File: config.mk
export PLATFORM = sky130hd
export DESIGN_NAME = alu_seq
export DESIGN_NICKNAME = d
export VERILOG_FILES = /design/src/rtl/alu_pkg.sv /design/src/rtl/alu_muldiv_iter.sv /design/src/rtl/alu_seq.sv
export SDC_FILE = /design/constraint.sdc
export NUM_CORES = 1
export LEC_CHECK = 0
export CAP_MARGIN = 10
export CORE_ASPECT_RATIO = 0.7
export CORE_MARGIN = 10
export CORE_UTILIZATION = 34
export DETAILED_ROUTE_END_ITERATION = 16
export DONT_BUFFER_PORTS = 1
export PLACE_DENSITY = 0.59
export SLEW_MARGIN = 20
export SYNTH_ARGS = -nofsm -noshare
export SYNTH_HDL_FRONTEND = slang
export SYNTH_HIERARCHICAL = 1
export SYNTH_SLANG_ARGS = --single-unit
File: constraint.sdc
create_clock -name clk -period 4.7 [get_ports clk]
set_input_delay 0.705 -clock clk [delete_from_list [all_inputs] [get_ports clk]]
set_output_delay 0.705 -clock clk [all_outputs]
set_load 0.005 [all_outputs]
File: src/rtl/alu_pkg.sv
// alu_pkg: shared mode encodings, flag bit positions and FSM state type for the sequential ALU.
package alu_pkg;
    localparam logic [3:0] ALU_ADD   = 4'b0000;
    localparam logic [3:0] ALU_SUB   = 4'b0001;
    localparam logic [3:0] ALU_AND   = 4'b0010;
    localparam logic [3:0] ALU_OR    = 4'b0011;
    localparam logic [3:0] ALU_XOR   = 4'b0100;
    localparam logic [3:0] ALU_SHL   = 4'b0101;
    localparam logic [3:0] ALU_SHR   = 4'b0110;
    localparam logic [3:0] ALU_MUL   = 4'b0111;
    localparam logic [3:0] ALU_DIV   = 4'b1000;
    localparam logic [3:0] ALU_PASSA = 4'b1001;
    localparam logic [3:0] ALU_REM   = 4'b1010;
    localparam int FLG_ZERO  = 0;
    localparam int FLG_CARRY = 1;
    localparam int FLG_NEG   = 2;
    localparam int FLG_OVF   = 3;
    localparam int FLG_PAR   = 4;
    typedef enum logic {IDLE, RUN} state_t;
endpackage

File: src/rtl/alu_muldiv_iter.sv
// alu_muldiv_iter: one-bit-per-cycle unsigned shift-add multiplier and restoring divider.
// lo_o/hi_o carry the next-step values so the caller can capture the result on the last step.
module alu_muldiv_iter import alu_pkg::*; #(
    parameter int WIDTH = 16
) (
    input  logic             clk,
    input  logic             rst_n,
    input  logic             go_i,
    input  logic [3:0]       op_i,
    input  logic [WIDTH-1:0] a_i,
    input  logic [WIDTH-1:0] b_i,
    output logic             done_o,
    output logic [WIDTH-1:0] lo_o,
    output logic [WIDTH-1:0] hi_o
);
    localparam int CW = $clog2(WIDTH);
    logic             run_q, mul_q, ge;
    logic [CW-1:0]    cnt_q;
    logic [WIDTH-1:0] hi_q, lo_q, m_q, diff;
    logic [WIDTH:0]   sum, rem_t;
    // MUL: {hi,lo} holds partial product and multiplier; DIV: hi is the remainder, lo shifts dividend out and quotient in
    always_comb begin
        sum   = {1'b0, hi_q} + (lo_q[0] ? {1'b0, m_q} : '0);
        rem_t = {hi_q, lo_q[WIDTH-1]};
        ge    = rem_t >= {1'b0, m_q};
        diff  = rem_t[WIDTH-1:0] - m_q;
        hi_o  = mul_q ? sum[WIDTH:1] : (ge ? diff : rem_t[WIDTH-1:0]);
        lo_o  = mul_q ? {sum[0], lo_q[WIDTH-1:1]} : {lo_q[WIDTH-2:0], ge};
    end
    assign done_o = run_q && cnt_q == CW'(WIDTH - 1);
    always_ff @(posedge clk or negedge rst_n) begin
        if (!rst_n) begin
            run_q <= 1'b0;
            mul_q <= 1'b0;
            cnt_q <= '0;
            hi_q  <= '0;
            lo_q  <= '0;
            m_q   <= '0;
        end else if (go_i) begin
            run_q <= 1'b1;
            mul_q <= op_i == ALU_MUL;
            cnt_q <= '0;
            hi_q  <= '0;
            lo_q  <= a_i;
            m_q   <= b_i;
        end else if (run_q) begin
            run_q <= !done_o;
            cnt_q <= cnt_q + 1'b1;
            hi_q  <= hi_o;
            lo_q  <= lo_o;
        end
    end
endmodule

File: src/rtl/alu_seq.sv
// alu_seq: execute-stage ALU with single-cycle logic/arith ops and iterative MUL/DIV/REM
// behind a start/busy/done handshake; result and flags are registered.
module alu_seq import alu_pkg::*; #(
    parameter int WIDTH     = 16,
    parameter bit MULDIV_EN = 1'b1
) (
    input  logic             clk,
    input  logic             rst_n,
    input  logic             start,
    input  logic [3:0]       mode,
    input  logic [WIDTH-1:0] a_in,
    input  logic [WIDTH-1:0] b_in,
    input  logic             carry_in,
    input  logic             flags_ie,
    output logic             busy,
    output logic             done,
    output logic [WIDTH-1:0] out,
    output logic [4:0]       flags_out
);
    localparam logic [WIDTH-1:0] WMAX = WIDTH'(WIDTH);
    state_t           state_q;
    logic [3:0]       mode_q;
    logic             fie_q, bz_q, done_q, is_md, go, md_done, sc_c, sc_v, md_c, md_v;
    logic [WIDTH-1:0] out_q, sc_res, md_res, md_lo, md_hi;
    logic [WIDTH:0]   add_r, sub_r;
    logic [4:0]       flags_q;
    function automatic logic [4:0] mk_flags(input logic [WIDTH-1:0] r, input logic c, input logic v);
        logic [4:0] f;
        f            = '0;
        f[FLG_ZERO]  = r == '0;
        f[FLG_CARRY] = c;
        f[FLG_NEG]   = r[WIDTH-1];
        f[FLG_OVF]   = v;
        f[FLG_PAR]   = ^r;
        return f;
    endfunction
    // with MULDIV_EN=0 the MUL/DIV/REM codes fall through to the B-pass default below
    assign is_md = MULDIV_EN && (mode == ALU_MUL || mode == ALU_DIV || mode == ALU_REM);
    assign go    = start && state_q == IDLE && is_md;
    always_comb begin
        add_r  = {1'b0, a_in} + {1'b0, b_in} + {{WIDTH{1'b0}}, carry_in};
        sub_r  = {1'b0, a_in} - {1'b0, b_in} - {{WIDTH{1'b0}}, carry_in};
        sc_res = b_in;
        sc_c   = 1'b0;
        sc_v   = 1'b0;
        case (mode)
            ALU_ADD: begin
                sc_res = add_r[WIDTH-1:0];
                sc_c   = add_r[WIDTH];
                sc_v   = a_in[WIDTH-1] == b_in[WIDTH-1] && add_r[WIDTH-1] != a_in[WIDTH-1];
            end
            ALU_SUB: begin
                sc_res = sub_r[WIDTH-1:0];
                sc_c   = sub_r[WIDTH];
                sc_v   = a_in[WIDTH-1] != b_in[WIDTH-1] && sub_r[WIDTH-1] != a_in[WIDTH-1];
            end
            ALU_AND:   sc_res = a_in & b_in;
            ALU_OR:    sc_res = a_in | b_in;
            ALU_XOR:   sc_res = a_in ^ b_in;
            ALU_SHL:   sc_res = b_in < WMAX ? a_in << b_in : '0;
            ALU_SHR:   sc_res = b_in < WMAX ? a_in >> b_in : '0;
            ALU_PASSA: sc_res = a_in;
            default: ;
        endcase
    end
    assign md_res = mode_q == ALU_REM ? md_hi : md_lo;
    assign md_c   = mode_q == ALU_MUL && |md_hi;
    assign md_v   = mode_q != ALU_MUL && bz_q;
    alu_muldiv_iter #(.WIDTH(WIDTH)) u_md (
        .clk    (clk),
        .rst_n  (rst_n),
        .go_i   (go),
        .op_i   (mode),
        .a_i    (a_in),
        .b_i    (b_in),
        .done_o (md_done),
        .lo_o   (md_lo),
        .hi_o   (md_hi)
    );
    always_ff @(posedge clk or negedge rst_n) begin
        if (!rst_n) begin
            state_q <= IDLE;
            mode_q  <= '0;
            fie_q   <= 1'b0;
            bz_q    <= 1'b0;
            done_q  <= 1'b0;
            out_q   <= '0;
            flags_q <= '0;
        end else begin
            done_q <= 1'b0;
            if (state_q == IDLE && start) begin
                if (is_md) begin
                    state_q <= RUN;
                    mode_q  <= mode;
                    fie_q   <= flags_ie;
                    bz_q    <= b_in == '0;
                end else begin
                    out_q  <= sc_res;
                    done_q <= 1'b1;
                    if (flags_ie) flags_q <= mk_flags(sc_res, sc_c, sc_v);
                end
            end else if (state_q == RUN && md_done) begin
                state_q <= IDLE;
                out_q   <= md_res;
                done_q  <= 1'b1;
                if (fie_q) flags_q <= mk_flags(md_res, md_c, md_v);
            end
        end
    end
    assign busy      = state_q == RUN;
    assign done      = done_q;
    assign out       = out_q;
    assign flags_out = flags_q;
endmodule

==> flow_summary.ini, run 1 <==
[route]
viasPerCell = 6.26
ant_nets = 0
routed_wl_mm = 44.6
drtIter0Drc = 1508
drc = 0
dr_total_vias = 11200
wl_per_cell_um = 25.0
drt-pass1-iter-count = 6

[logic_synthesis]
synth_ff_type = dfrtp_1
ys_ff_latch = 83
muxShareOfSynthArea = 0.124
synth_seq_area_share = 0.186
synth_xor_area_frac = 0.0447
synth.distinct_cells = 104
syn_inst = 1366
synth_edf_count = 0
synthSimpleGateAreaFrac = 0.196
ys_warn_count = 6
synthAdderAreaFrac = 0.135
synth_top_family_by_area = compound AO/OA/AOI/OAI gates
async_flop_share = 1.00
synth.avg_cell_area_um2 = 8.18
synth_compound_area_frac = 0.252
synth_area_um2 = 11200
synth_nets = 1524

[setup_path]
path_class = flop to flop
cp-start-kind = flop
crit_arrival_ns = 4.71
endpoint_kind = flop
cp_max_fo = 14
crit_required_ns = 4.95

[clock_network]
clk_pin_slew_ns = 0.06
cts_tree = yes
ctsRootBufferMaster = clkbuf_16
clk_latency_ns = 0.36
hold_buffers = 0
htree_levels = 3
clk_path_buf_depth = 2
cts_num_sinks = 83
cts_inserted_buffers = 9

[timing]
hold_viol_final = 0
fmax_ghz = 0.224
finalCritPeriodShare = 0.950
report.final.slew_viol_count = 0
setup_viol = 0
tightest_slew_ns = 1.12
tns_ns = 0
max-slew-margin-rel = 0.252
whs_ns = 0.0343
period_minus_slack_ns = 4.46
rsz0062_at_grt = false
skew_ns = 0.00751

[layout]
syn_to_final_growth_pct = 9.03
drive_gt1_frac = 0.131
n_antenna_cell = 0
multi_input_area_um2 = 8460
utilization = 0.377
regArea_um2 = 2080
nets = 1512
instances_no_fill = 1786
fillers = 3317

[floorplanning]
core_area_um2 = 32300
io_pins = 64
die_area_um2 = 40600
die_h_um = 172
die_w_um = 237
num_rows = 55
start_util = 0.346

[global_route]
grt_max_degree = 84
grt_usage = 0.215
antenna_found_initial = 2
grt_pass1_vias = 10500
grt_pass1_wl_mm = 67.5
gr-total-overflow = 0

[pwr]
power_leakage_nw = 5.06
p_per_area_nw_per_um2 = 652
power.total_w = 0.00794
vdd_drop_max_mv = 0.419

[placed_design]
io_buffer_count = 0
placed_cells = 1769
gp_congestion = 1.03
dp_hpwl_mm = 35.1

[flow_run]
drv_cap = 0

[hold_path]
min_path_type = input port to async pin

[run_status]
status = complete, no violations
-- Yosys cell counts, types with 5 or more instances --
cell type    n  share of area
mux2_2      27          0.027
nand2b_1    17         0.0095
clkbuf_1    48          0.016
dfrtp_1     83           0.19
and3_1      12         0.0067
inv_1       81          0.027
o21ai_0     85          0.038
xnor2_1     34          0.027
o22ai_1     15         0.0084
o41ai_1      5         0.0039
a22o_1       6         0.0047
o31ai_1     14         0.0094
buf_1        7         0.0024
a221oi_1     5         0.0039
mux2i_1     61          0.055
ha_1       111           0.12
nand4_1     19          0.011
or3_1        9         0.0050
mux4_2      21          0.042
o221ai_1     5         0.0039
o21a_1      11         0.0074
a311oi_1     7         0.0055
fa_1         6          0.011
a22oi_1     11         0.0074
nor3_1      24          0.011
nor4_1       7         0.0039
o211ai_1    16          0.011
nand2_1    132          0.044
nor2b_1     10         0.0056
buf_2       21         0.0094
a21o_1      21          0.014
nand3_1     33          0.015
o21bai_1     5         0.0034
o32ai_1      9         0.0071
nor2_1     103          0.035
a21oi_1     80          0.036
a211oi_1    20          0.013
xor2_1      23          0.018
a211o_1      5         0.0039
a222oi_1     7         0.0063
o21ai_1      8         0.0036
a31oi_1     14         0.0078
and2_1      19          0.011
-- cells by family after synthesis --
family | after synthesis
adders and majority gates | 117
AOI/OAI and AO/OA | 405
DFF | 83
buffers and inverters | 167
and+or+nand+nor | 428
muxes | 109
xor gates and xnor gates | 57
-- metal layers --
metal / GRT usage / share of wire
met5: 0 / 0.00029
met4: 0.0376 / 0.012
met3: 0.0993 / 0.14
met2: 0.271 / 0.37
met1: 0.319 / 0.48
-- power by group --
| group | internal (W) | total [W] | switching (W) |
|---|---|---|---|
| clock network | 0.000532 | 0.000847 | 0.000314 |
| logic | 0.00237 | 0.00570 | 0.00333 |
| registers | 0.00107 | 0.00140 | 0.000333 |
| total | 0.00397 | 0.00794 | 0.00397 |
-- critical path: stages, from the launching register on --
cell	delay (ns)
dfrtp_1	0.43
buf_4	0.21
and2_1	0.21
fa_1	0.46
a21oi_2	0.19
o2111ai_1	0.22
a31oi_1	0.22
buf_4	0.16
o21ai_2	0.09
a221o_1	0.39
a211oi_2	0.29
nor3_2	0.15
mux2i_2	0.24
ha_1	0.27
xnor2_1	0.18
xnor2_1	0.15
xnor2_1	0.13
o21ai_0	0.09
mux2_2	0.27
-- timing repair --
action / 4_1_cts / 5_1_grt
resized for setup: 1 / 4
hold endpoints to repair: 0 / 0
buffers inserted: 0 / 1
endpoints found under the setup margin: 1 / 1
pin swaps: 0 / 0
-- state kept, by name (all words and copies together), names as in the netlist, 4 cells and up --
name,count
out,16
u_md/hi_q,16
u_md/lo_q,16
u_md/m_q,16
flags_out,5
mode_q,4
u_md/cnt_q,4
-- cell usage in the layout, fill, tap and decap left out, drive strengths merged, types with 19 or more instances in the layout --
cell type | Yosys | routed
a21o | 21 | 21
nand3 | 34 | 34
nand4 | 19 | 19
mux2 | 27 | 27
nor3 | 27 | 27
ha | 111 | 111
mux2i | 61 | 61
dfrtp | 83 | 83
inv | 85 | 85
xor2 | 23 | 23
a211oi | 23 | 23
mux4 | 21 | 21
a21oi | 83 | 83
nand2 | 132 | 132
nor2 | 104 | 104
and2 | 19 | 19
xnor2 | 34 | 34
o21ai | 95 | 95
buf | 34 | 59
-- per-stage QoR --
stage | setup WS (ns) | instance area, µm²
after floorplan | 0.0215 | 11200
after global placement | 0.0427 | 11800
after detailed placement | 0.0210 | 11800
after CTS | 0.0831 | 12200
after global routing | 0.00695 | 12200
final | 0.237 | 12200
-- path summary, 6_finish.rpt --
kind | cells after the start | end | slack, ns | from
setup / recovery | 18 | flags_out[4]$_DFFE_PN0P_ | 0.24 | u_md/lo_q[0]$_DFFE_PN0P_
setup reg to reg | 18 | flags_out[4]$_DFFE_PN0P_ | 0.24 | u_md/lo_q[0]$_DFFE_PN0P_
max in group asynchronous | 0 | u_md/lo_q[2]$_DFFE_PN0P_ | 4.51 | rst_n
hold / removal | 0 | u_md/cnt_q[0]$_DFFE_PN0P_ | 0.03 | rst_n
hold reg to reg | 2 | fie_q$_DFFE_PN0P_ | 0.50 | fie_q$_DFFE_PN0P_
min in group clk | 1 | mode_q[3]$_DFFE_PN0P_ | 0.45 | mode[2]
-- area by class of cell --
| type | instances | area share |
|---|---|---|
| multi-input cells | 1116 | 0.694 |
| flip-flops and latches | 83 | 0.171 |
| well taps | 427 | 0.0438 |
| repair buffers | 59 | 0.0374 |
| inverters | 85 | 0.0262 |
| clock buffers | 11 | 0.0199 |
| clock inverters | 5 | 0.00821 |
(Power assumes the default switching activity.)
==> run 2: changes to the inputs <==
CTS_CLUSTER_DIAMETER = 100   (was default)
==> results of run 2 <==
Same layout as run 1: the final DEF is identical, and so are final timing and power.
